$ cat config.mk
export PLATFORM = sky130hd
export DESIGN_NAME = alu_cmd_sequencer
export DESIGN_NICKNAME = d
export VERILOG_FILES = /design/src/rtl/alu_cmd_sequencer.sv
export SDC_FILE = /design/constraint.sdc
export NUM_CORES = 1
export LEC_CHECK = 0
export ABC_AREA = 0
export CORE_UTILIZATION = 46
export CTS_CLUSTER_SIZE = 12
export DETAILED_ROUTE_END_ITERATION = 8
export PLACE_DENSITY = 0.8
export SYNTH_ARGS = -nofsm -noshare
export SYNTH_HDL_FRONTEND = slang
export SYNTH_SLANG_ARGS = --single-unit
export TNS_END_PERCENT = 1
$ cat constraint.sdc
create_clock -name clk -period 5.5 [get_ports clk]
set_clock_uncertainty 0.1 [all_clocks]
set_input_delay 0.825 -clock clk [delete_from_list [all_inputs] [get_ports clk]]
set_output_delay 0.825 -clock clk [all_outputs]
set_load 0.1 [all_outputs]
$ cat src/rtl/alu_cmd_sequencer.sv
// Command sequencer for an external combinational ALU: registers one command, captures the
// ALU result a cycle later and queues {data, z, c} in a first-word-fall-through result FIFO.
module alu_cmd_sequencer #(
   parameter int N     = 31,
   parameter int DEPTH = 4
) (
   input  logic                   clk,
   input  logic                   rst_n,
   input  logic                   cmd_valid,
   output logic                   cmd_ready,
   input  logic [N:0]             cmd_a,
   input  logic [N:0]             cmd_b,
   input  logic [2:0]             cmd_op,
   output logic [N:0]             alu_a,
   output logic [N:0]             alu_b,
   output logic [2:0]             alu_op,
   input  logic [N:0]             alu_out,
   input  logic                   alu_z,
   input  logic                   alu_c,
   output logic                   res_valid,
   input  logic                   res_ready,
   output logic [N:0]             res_data,
   output logic                   res_z,
   output logic                   res_c,
   output logic [$clog2(DEPTH):0] fifo_count,
   output logic                   busy
);

   localparam int AW = $clog2(DEPTH);
   localparam int CW = AW + 1;
   localparam int EW = N + 3;

   typedef enum logic {
      IDLE = 1'b0,
      EXEC = 1'b1
   } state_e;

   state_e         state_q, state_d;
   logic [N:0]     alu_a_q, alu_a_d;
   logic [N:0]     alu_b_q, alu_b_d;
   logic [2:0]     alu_op_q, alu_op_d;
   logic [AW-1:0]  wr_ptr_q, wr_ptr_d;
   logic [AW-1:0]  rd_ptr_q, rd_ptr_d;
   logic [CW-1:0]  count_q, count_d;
   logic [EW-1:0]  mem_q [DEPTH];
   logic [EW-1:0]  head;
   logic           accept;
   logic           wr_en;
   logic           rd_en;

   // Handshakes: a command transfers on a rising edge with cmd_valid && cmd_ready, a result
   // on a rising edge with res_valid && res_ready; the offering side holds its data until then.
   assign cmd_ready = (state_q == IDLE) && (count_q < CW'(DEPTH));
   assign accept    = cmd_valid && cmd_ready;
   assign wr_en     = (state_q == EXEC);
   assign res_valid = (count_q != '0);
   assign rd_en     = res_valid && res_ready;

   always_comb begin
      state_d  = state_q;
      alu_a_d  = alu_a_q;
      alu_b_d  = alu_b_q;
      alu_op_d = alu_op_q;
      wr_ptr_d = wr_ptr_q;
      rd_ptr_d = rd_ptr_q;
      count_d  = count_q;
      case (state_q)
         IDLE: begin
            if (accept) begin
               alu_a_d  = cmd_a;
               alu_b_d  = cmd_b;
               alu_op_d = cmd_op;
               state_d  = EXEC;
            end
         end
         EXEC: begin
            state_d  = IDLE;
            wr_ptr_d = wr_ptr_q + AW'(1);
         end
         default: state_d = IDLE;
      endcase
      if (rd_en) begin
         rd_ptr_d = rd_ptr_q + AW'(1);
      end
      // A write can never meet a full FIFO because admission already required free space.
      case ({wr_en, rd_en})
         2'b10:   count_d = count_q + CW'(1);
         2'b01:   count_d = count_q - CW'(1);
         default: count_d = count_q;
      endcase
   end

   always_ff @(posedge clk or negedge rst_n) begin
      if (!rst_n) begin
         state_q  <= IDLE;
         alu_a_q  <= '0;
         alu_b_q  <= '0;
         alu_op_q <= '0;
         wr_ptr_q <= '0;
         rd_ptr_q <= '0;
         count_q  <= '0;
      end else begin
         state_q  <= state_d;
         alu_a_q  <= alu_a_d;
         alu_b_q  <= alu_b_d;
         alu_op_q <= alu_op_d;
         wr_ptr_q <= wr_ptr_d;
         rd_ptr_q <= rd_ptr_d;
         count_q  <= count_d;
      end
   end

   // Storage is deliberately not reset; the pointers and count alone define what is valid.
   always_ff @(posedge clk) begin
      if (wr_en) begin
         mem_q[wr_ptr_q] <= {alu_out, alu_z, alu_c};
      end
   end

   assign head                       = mem_q[rd_ptr_q];
   assign {res_data, res_z, res_c}   = res_valid ? head : '0;
   assign alu_a                      = alu_a_q;
   assign alu_b                      = alu_b_q;
   assign alu_op                     = alu_op_q;
   assign fifo_count                 = count_q;
   assign busy                       = (state_q == EXEC);

endmodule

[Word-level counts from Yosys, hierarchy flattened]
Memory sizes are Yosys's and may differ from the RTL's.
Cells that the tools add are included.
Cells by class
  bitwise gates (word level): 1
  mux-type cells: 6
  reductions and logical operators: 6
  equal/unequal tests: 2
  add/sub/neg operators: 4
  divide/modulo/power cells: 0
  $lt $le $gt $ge: 1
  shift operators: 0
  multiply operators: 0
Operators with widths (count)
  34-bit two-way mux: 1
  3-bit one-hot mux with 2 select lines: 1
  2-bit by 1-bit adder with 2-bit output, second input constant: 2
  3-bit by 1-bit adder with 3-bit output, second input constant: 1
  1-bit logical AND: 3
  3-bit less-than comparator, second input constant: 1
  1-bit two-way mux: 3
  3-bit nonzero test: 1
  3-bit by 1-bit subtractor with 3-bit output, second input constant: 1
  2-bit by 1-bit == test with 1-bit output, second input constant: 1
  2-bit == test, second input constant: 1
  1-bit one-hot mux with 2 select lines: 1
  2-bit AND reduction: 1
  2-bit nonzero test: 1
  1-bit NOT: 1
Word-level totals
  bits of input ports: 105
  ROM bits: 0
  word-level logic and storage cells: 28
  memories kept: 1
  flip-flop bits (word level): 75
  latch bits: 0
  RAM bits: 136
  output and inout port bits: 107
Memory list
  mem_q: words 4, width 34, read ports 1, clocked after memory_dff 0, write ports 1, RTL line 45  | logic [EW-1:0] mem_q [DEPTH];

[Longest topological paths before layout]
Gate-level depths: netlist of run 1.
  depth after elaboration: 5
  depth in mapped cells: 9
  gate-level depth less buffers: 8

[Worst setup path before layout of run 1]
No wires, ideal clock.
  path type: register to output
  start: register count_q[2], in the netlist fifo_count[2]
  end: output res_data[22]
  required time: 4575 ps
  setup slack: 1340 ps
  stages on the path, launching flop included: 5
  data arrival time: 3235 ps
  cell sequence: dfrtp_1 -> or3_1 -> clkbuf_1 -> clkbuf_1 -> and2_1
Between the ends
  cells in the longest elaborated chain, start to end: 2
Ends and longest elaborated chain
  from (decl): RTL line 44  | logic [CW-1:0] count_q, count_d;
  from (signal assigned): RTL line 109  | count_q <= count_d;
  3-bit nonzero test: RTL line 56  | assign res_valid = (count_q != '0);
  via res_valid: RTL line 20  | output logic res_valid,
  34-bit two-way mux: RTL line 121  | assign {res_data, res_z, res_c} = res_valid ? head : '0;
  to (decl): RTL line 22  | output logic [N:0] res_data,
The timed path passes the listed nets, and every way through them passes these cells.

[Worst setup path after layout of run 1]
  start: register rd_ptr_q[0]
  end: output res_data[18]
Between the ends
  cells in the longest elaborated chain, start to end: 2
Ends and longest elaborated chain
  from (decl): RTL line 43  | logic [AW-1:0] rd_ptr_q, rd_ptr_d;
  from (signal assigned): RTL line 108  | rd_ptr_q <= rd_ptr_d;
  memory read 4 x 34 bit
  34-bit two-way mux: RTL line 121
Every way passes these cells.

==> results of run 1 <==
[flip-flops by register name, summed over array words and instances, names as in the netlist]
name        count
rd_ptr_q        2
alu_op          3
busy            1
mem_q         136
alu_a          32
alu_b          32
fifo_count      3
wr_ptr_q        2
[final cells by class]
class / instances / area, sq um / area share (%)
Clock inverter: 1 / 16.3 / 0.146
Timing Repair Buffer: 213 / 2120 / 19.1
Sequential cell: 211 / 5960 / 53.7
Tap cell: 225 / 282 / 2.53
Clock buffer: 39 / 674 / 6.07
Inverter: 6 / 22.5 / 0.203
Multi-Input combinational cell: 160 / 2020 / 18.2
[logic make-up after synthesis]
logic type                 Yosys count  synth area share [%]
DFF                                211                  73.0
muxes                              102                  19.6
adders and majority gates            6                  1.01
buffers and inverters               27                  2.31
and+or+nand+nor                     45                  3.40
AOI/OAI and AO/OA                    1                0.0612
xor gates and xnor gates             6                 0.643
[worst min path at each step]
stage / from / endpoint / slack [ps] / cells past startpoint
after global routing: alu_b[30] / alu_b[30] / 420 / 1
after CTS: rst_n / alu_b[0] / 390 / 1
after global placement: alu_a[14] / alu_a[14] / 390 / 1
after floorplan: wr_ptr_q[0] / wr_ptr_q[0] / 390 / 1
final: rst_n / alu_a[24] / 360 / 1
after detailed placement: alu_a[8] / alu_a[8] / 400 / 1
[worst reg2reg max path: stages, from the launching register on]
cell	delay [ps]
dfrtp_1	410
or3_1	790
and2_1	290
ha_1	210
inv_1	60
fa_1	370
xor2_1	150
nor2_1	110
xor2_1	140
[cells in the mapped netlist (all sizes together)]
cell,n
o21ai,1
ha,5
mux4,34
inv,6
nand3,1
nor2,2
or3,1
mux2i,1
mux2,67
xor2,4
and2,40
edfxtp,136
fa,1
dfrtp,75
nand2,1
buf,15
clkbuf,6
xnor2,2
[metal layers]
metal | GRT usage [%] | vias to the layer above | routed length (um)
li1 | - | 1940 | -
met1 | 22.1 | 2200 | 6340
met2 | 31.6 | 183 | 8190
met3 | 7.48 | 22 | 1670
met4 | 4.31 | 0 | 287
met5 | 0 | - | 0
[per-stage QoR]
step / area [sq um] / util (%) / hold slack, ps / worst slack, ps / cells
floorplan: 8170 / - / 391 / 1340 / 398
global placement: 10400 / 60.2 / 389 / 1610 / 815
detailed placement: 10400 / 60.2 / 395 / 1560 / 815
CTS: 11100 / 64.2 / 389 / 1010 / 855
global route: 11100 / 64.2 / 422 / 884 / 855
finish: 11100 / 64.2 / 359 / 1110 / 855
[layout by cell type (no fill, tap or decap), types with 2 or more instances in the layout]
master and n:
clkdlybuf4s50_1 210, edfxtp_1 136, dfrtp_1 74, mux2_2 48, and2_1 35, mux4_2 34, clkbuf_16 22, mux2_4 19
clkbuf_1 11, inv_1 6, clkbuf_8 6, ha_1 5, and2_2 4, xor2_1 4, buf_4 3, xnor2_1 2
==> results.json, run 1 <==
{
  "status": "finished clean",
  "r2r-start": "fifo_count[2]",
  "max_stage_delay_ps": 960,
  "htreeDepth": 1,
  "fmax_mhz": 228,
  "cp.required_ps": 4580,
  "grt_pass1_wl_um": 25700,
  "critical_path.startpoint": "rd_ptr_q[0]",
  "drive_gt1_share_pct": 22.2,
  "syn_nets": 509,
  "vias": 4345,
  "core_sq_um": 17300,
  "start_util_pct": 47.2,
  "cts_tree": "built",
  "ant_nets": 0,
  "fp.dieW_um": 135,
  "grt_usage_pct": 18.6,
  "rows": 48,
  "drc": 0,
  "hold_class": "in2async",
  "r2r_cells": 8,
  "cp-endpoint": "res_data[18]",
  "worst-setup-path-type": "reg2out",
  "crit_family": "buffers and inverters",
  "ys_types": 25,
  "yosysSeqAreaShare_pct": 73.0,
  "cts_resized": 0,
  "grt_overflow": 0,
  "crit_path_top_delay_cell": "clkdlybuf4s50_1",
  "yosysWarnings": 0,
  "finalCriticalPeriod_ps": 4390,
  "dr.pass1.iters": 4,
  "mappedNetlistArea_sq_um": 8170,
  "yosysTopAreaCellShare_pct": 50.0,
  "grt_max_degree": 76,
  "first_iter_violations": 156,
  "slew_viol_final": 0,
  "synth_top_area_cell": "edfxtp_1",
  "syn2layout_area_growth_pct": 35.9,
  "period_share_pct": 79.9,
  "synth-seq-cells": 211,
  "nNetsFinal": 725,
  "die_y_um": 135,
  "fill_cells": 1183,
  "antenna_found_initial": 0,
  "place.gp.congestion": 0.714,
  "grt_pass1_vias": 4792,
  "finalSetupViolations": 0,
  "clockBufferDepth": 3,
  "cts_sinks": 211,
  "clock-root-buffer": "clkbuf_16",
  "max_slew_margin_pct": 31.6,
  "cp_cell_sequence": "buf_4 -> mux4_2 -> and2_1 -> clkdlybuf4s50_1",
  "synthTopCellsByArea": "edfxtp_1 (50%), dfrtp_1 (23%), mux4_2 (9.4%), mux2_2 (6.6%), mux2_4 (3.5%)",
  "avgSynthCellArea_sq_um": 20.5,
  "syn_inst": 398,
  "num_antenna_cells": 0,
  "place_hpwl_um": 10900,
  "r2r_slack_ps": 2780,
  "worst_pin_slew_ps": 1020,
  "maxCapViolCount": 0,
  "tns_ps": 0,
  "cts_buffers": 22,
  "clk_pin_slew_ps": 60,
  "reg2reg_to": "fifo_count[2]",
  "cts-hold-fix-buffers": 0,
  "start_kind": "register",
  "clk_latency_ps": 490,
  "critPathBufInv": 2,
  "wl_um": 16500,
  "crit_arrival_ps": 3470,
  "rsz0062_at_grt": "false",
  "postCtsSetupRepairBufs": 0,
  "routed_via_density": 5.08,
  "end_kind": "output port",
  "crit_cells": 4,
  "ioPinCount": 212,
  "finalHoldViolCount": 0,
  "dieArea_sq_um": 18300,
  "wl_per_cell_um": 19.3,
  "port_buffers": 211,
  "worstPathMaxFanout": 24
}
Power of run 1 is not shown: default switching activity piles up to over one toggle a cycle in this logic, so the estimate is an artifact.
==> run 2, diff against run 1 <==
--- a/config.mk
+++ b/config.mk
@@ -6,7 +6,7 @@
 export NUM_CORES = 1
 export LEC_CHECK = 0
 export ABC_AREA = 0
-export CORE_UTILIZATION = 46
+export CORE_UTILIZATION = 44
 export CTS_CLUSTER_SIZE = 12
 export DETAILED_ROUTE_END_ITERATION = 8
 export PLACE_DENSITY = 0.8
==> constraint.sdc (replaced) <==
create_clock -name clk -period 4 [get_ports clk]
set_clock_uncertainty 0.1 [all_clocks]
set_input_delay 0.6 -clock clk [delete_from_list [all_inputs] [get_ports clk]]
set_output_delay 0.6 -clock clk [all_outputs]
set_load 0.1 [all_outputs]
==> results.json, run 2 (synthesis gave the netlist of run 1 again) <==
{
  "finalSetupViolations": 0,
  "wl_um": 16800,
  "first_iter_violations": 226,
  "num_antenna_cells": 0,
  "violations": "DRC",
  "final_common_cell": "clkdlybuf4s50_1",
  "nNetsFinal": 727,
  "rsz0062_at_grt": "false",
  "grt_pass1_wl_um": 26800,
  "grt_max_degree": 76,
  "die_y_um": 138,
  "hold_class": "in2async",
  "cts_sinks": 211,
  "worstPathMaxFanout": 20,
  "cp-endpoint": "res_data[6]",
  "ant_nets": 0,
  "clk_pin_slew_ps": 60,
  "start_kind": "register",
  "crit_arrival_ps": 2570,
  "drive_gt1_share_pct": 27.7,
  "layout_common_cells": "clkdlybuf4s50_1 (175), edfxtp_1 (136), dfrtp_1 (74), mux2_2 (48), buf_4 (40)",
  "maxCapViolCount": 0,
  "worst-setup-path-type": "reg2out",
  "cts-hold-fix-buffers": 0,
  "grt_usage_pct": 18.0,
  "grt_overflow": 0,
  "drc": 20,
  "end_kind": "output port",
  "clk_latency_ps": 490,
  "grt_pass1_vias": 4884,
  "clock-root-buffer": "clkbuf_16",
  "postCtsSetupRepairBufs": 0,
  "place.gp.congestion": 0.720,
  "syn2layout_area_growth_pct": 34.6,
  "max_slew_margin_pct": 31.9,
  "dr.pass1.iters": 7,
  "cts_buffers": 22,
  "wl_per_cell_um": 19.5,
  "finalCriticalPeriod_ps": 3270,
  "antenna_found_initial": 1,
  "cp.required_ps": 3300,
  "tns_ps": 0,
  "critical_path.startpoint": "rd_ptr_q[0]",
  "rows": 49,
  "finalHoldViolCount": 0,
  "reg2reg_to": "fifo_count[2]",
  "port_buffers": 211,
  "fp.dieW_um": 138,
  "r2r_cells": 9,
  "htreeDepth": 1,
  "vias": 4366,
  "r2r-start": "fifo_count[2]",
  "core_sq_um": 18100,
  "fmax_mhz": 306,
  "period_share_pct": 81.7,
  "clockBufferDepth": 3,
  "r2r_slack_ps": 1610,
  "routed_via_density": 5.08,
  "status": "complete, but fails checks",
  "place_hpwl_um": 11100,
  "ioPinCount": 212,
  "cts_tree": "built",
  "largest_reg_flops": 136,
  "start_util_pct": 45.2,
  "dieArea_sq_um": 19100,
  "regMostFlops": "mem_q",
  "slew_viol_final": 0,
  "worst_pin_slew_ps": 1020,
  "cts_resized": 0
}
## run 2: changes by cell type in the layout (fill, tap and decap cells not counted), moves of 3 or more
cell             previous run  this run
buf_4                       3        40
clkbuf_8                    6         1
clkdlybuf4s50_1           210       175
clkinv_2                    0         3
## run 2: routing by layer
layer / wire length (um) / vias to the layer above / part of all wire [%] / GRT usage (%)
met5: 13 / - / 0.078 / 0
met4: 240 / 2 / 1.4 / 4.32
met3: 1810 / 26 / 11 / 6.69
met2: 8100 / 193 / 48 / 29.8
met1: 6610 / 2194 / 39 / 22.4
li1: - / 1951 / - / -
## run 2: worst min-delay path by stage
stage	start	slack (ps)	endpoint
after CTS	rst_n	180	alu_b[0]
after detailed placement	alu_a[6]	390	alu_a[6]
after global routing	rst_n	240	alu_b[18]
after global placement	alu_a[0]	390	alu_a[0]
after floorplan	rst_n	200	alu_a[0]
final	rst_n	160	alu_op[2]
## run 2: through the flow
step	util [%]	area, sq um	cells	worst slack [ps]	hold WS (ps)
floorplan	-	8170	398	65.0	204
global placement	57.2	10300	821	1230	389
detailed placement	57.2	10300	821	1180	395
CTS	60.8	11000	860	648	183
global route	60.8	11000	860	560	238
finish	60.8	11000	860	731	156
## run 2: critical path, stage by stage, from the launching register on
cell	delay, ps
dfrtp_2	790
buf_4	350
mux4_2	540
and2_1	170
buf_4	230
## run 2: area by class of cell
type                    count  area [sq um]
clock buffers              36           634
clock inverters             3          15.0
fillers                  1275          7090
inverters                   6          22.5
multi-input cells         160          2020
flip-flops and latches    211          5960
well taps                 229           287
repair buffers            215          2050
Power of run 2 is left out for the same reason.
==> run 3, diff against run 2 <==
--- a/config.mk
+++ b/config.mk
@@ -6,7 +6,7 @@
 export NUM_CORES = 1
 export LEC_CHECK = 0
 export ABC_AREA = 0
-export CORE_UTILIZATION = 44
+export CORE_UTILIZATION = 46
 export CTS_CLUSTER_SIZE = 12
 export DETAILED_ROUTE_END_ITERATION = 8
 export PLACE_DENSITY = 0.8
==> constraint.sdc (replaced) <==
create_clock -name clk -period 3.1 [get_ports clk]
set_clock_uncertainty 0.1 [all_clocks]
set_input_delay 0.465 -clock clk [delete_from_list [all_inputs] [get_ports clk]]
set_output_delay 0.465 -clock clk [all_outputs]
set_load 0.1 [all_outputs]
==> results.json, run 3 (synthesis gave the netlist of run 1 again) <==
{
  "fp.dieW_um": 135,
  "fmax_mhz": 347,
  "end_kind": "output port",
  "r2r_cells": 8,
  "slew_viol_final": 0,
  "core_sq_um": 17300,
  "finalSetupViolations": 0,
  "worst-setup-path-type": "reg2out",
  "place_hpwl_um": 11000,
  "placedCellCount": 818,
  "postCtsSetupRepairBufs": 0,
  "hold_class": "in2async",
  "syn2layout_area_growth_pct": 38.4,
  "worstPathMaxFanout": 26,
  "nNetsFinal": 728,
  "final_common_cell": "edfxtp_1",
  "r2r_slack_ps": 1010,
  "cts_buffers": 22,
  "fin_util_pct": 65.3,
  "htreeDepth": 1,
  "rows": 48,
  "layout_common_cells": "edfxtp_1 (136), clkdlybuf4s50_1 (103), buf_4 (76), dfrtp_1 (73), mux2_2 (48)",
  "wl_per_cell_um": 19.5,
  "die_y_um": 135,
  "max_slew_margin_pct": 37.5,
  "grt_max_degree": 76,
  "start_util_pct": 47.2,
  "largest_reg_flops": 136,
  "critical_path.startpoint": "rd_ptr_q[0]",
  "place.gp.congestion": 0.745,
  "grt_pass1_wl_um": 26100,
  "cts_tree": "built",
  "ant_nets": 0,
  "final-instance-count-excl-fill": 859,
  "r2r-start": "fifo_count[0]",
  "clock-root-buffer": "clkbuf_16",
  "grt_pass1_vias": 4850,
  "regMostFlops": "mem_q",
  "clk_pin_slew_ps": 60,
  "drive_gt1_share_pct": 39.3,
  "vias": 4331,
  "worst_pin_slew_ps": 937,
  "clockBufferDepth": 3,
  "cts_sinks": 211,
  "crit_arrival_ps": 2320,
  "antenna_found_initial": 0,
  "dieArea_sq_um": 18300,
  "cts_resized": 0,
  "preCtsSetupSlack_ps": 636,
  "wl_um": 16700,
  "start_kind": "register",
  "timing.final.ws_setup_ps": 216,
  "drc": 0,
  "whs_ps": 9.89,
  "maxCapViolCount": 0,
  "cts-hold-fix-buffers": 0,
  "first_iter_violations": 248,
  "routed_via_density": 5.04,
  "dr.pass1.iters": 4,
  "finalHoldViolCount": 0,
  "ioPinCount": 212,
  "cp-endpoint": "res_data[31]",
  "grt_overflow": 0,
  "finalCriticalPeriod_ps": 2880,
  "rsz0062_at_grt": "false",
  "cp.required_ps": 2530,
  "grt_usage_pct": 18.8,
  "period_share_pct": 93.0,
  "reg2reg_to": "fifo_count[2]",
  "port_buffers": 211,
  "clk_latency_ps": 490,
  "status": "finished clean"
}
-- run 3: worst min-delay path by stage --
stage / from / depth (start not counted) / endpoint / slack, ps
after floorplan: rst_n / 0 / alu_a[0] / 70
after global placement: alu_b[18] / 1 / alu_b[18] / 390
after detailed placement: alu_a[13] / 1 / alu_a[13] / 400
after CTS: rst_n / 1 / alu_a[26] / 40
after global routing: rst_n / 1 / alu_b[18] / 80
final: rst_n / 1 / alu_a[26] / 10
-- run 3: per-stage QoR --
stage	setup TNS (ps)	instance area, sq um
finish	0	11300
global route	0	11300
CTS	0	11300
detailed placement	0	10600
global placement	0	10600
floorplan	-1750	8170
-- run 3: layout make-up --
class,instances,area [sq um]
inverters,6,22.5
well taps,225,282
clock inverters,1,8.76
fillers,1143,5990
repair buffers,216,2340
multi-input cells,160,2030
flip-flops and latches,211,5960
diodes,1,2.50
clock buffers,39,656
-- run 3: critical path, cell delays in order, from the launching register on --
cell and delay [ps]:
dfrtp_2 600, buf_12 290, mux4_2 530, and2_1 220, buf_12 180
-- run 3: metal layers --
metal	share of wire [%]	up-vias	global-route usage, %
met3	7.9	20	5.01
met4	1.6	0	4.81
met5	0	-	0
met1	40	2175	23.7
met2	51	192	32.1
li1	-	1944	-
Power of run 3 is left out for the same reason.
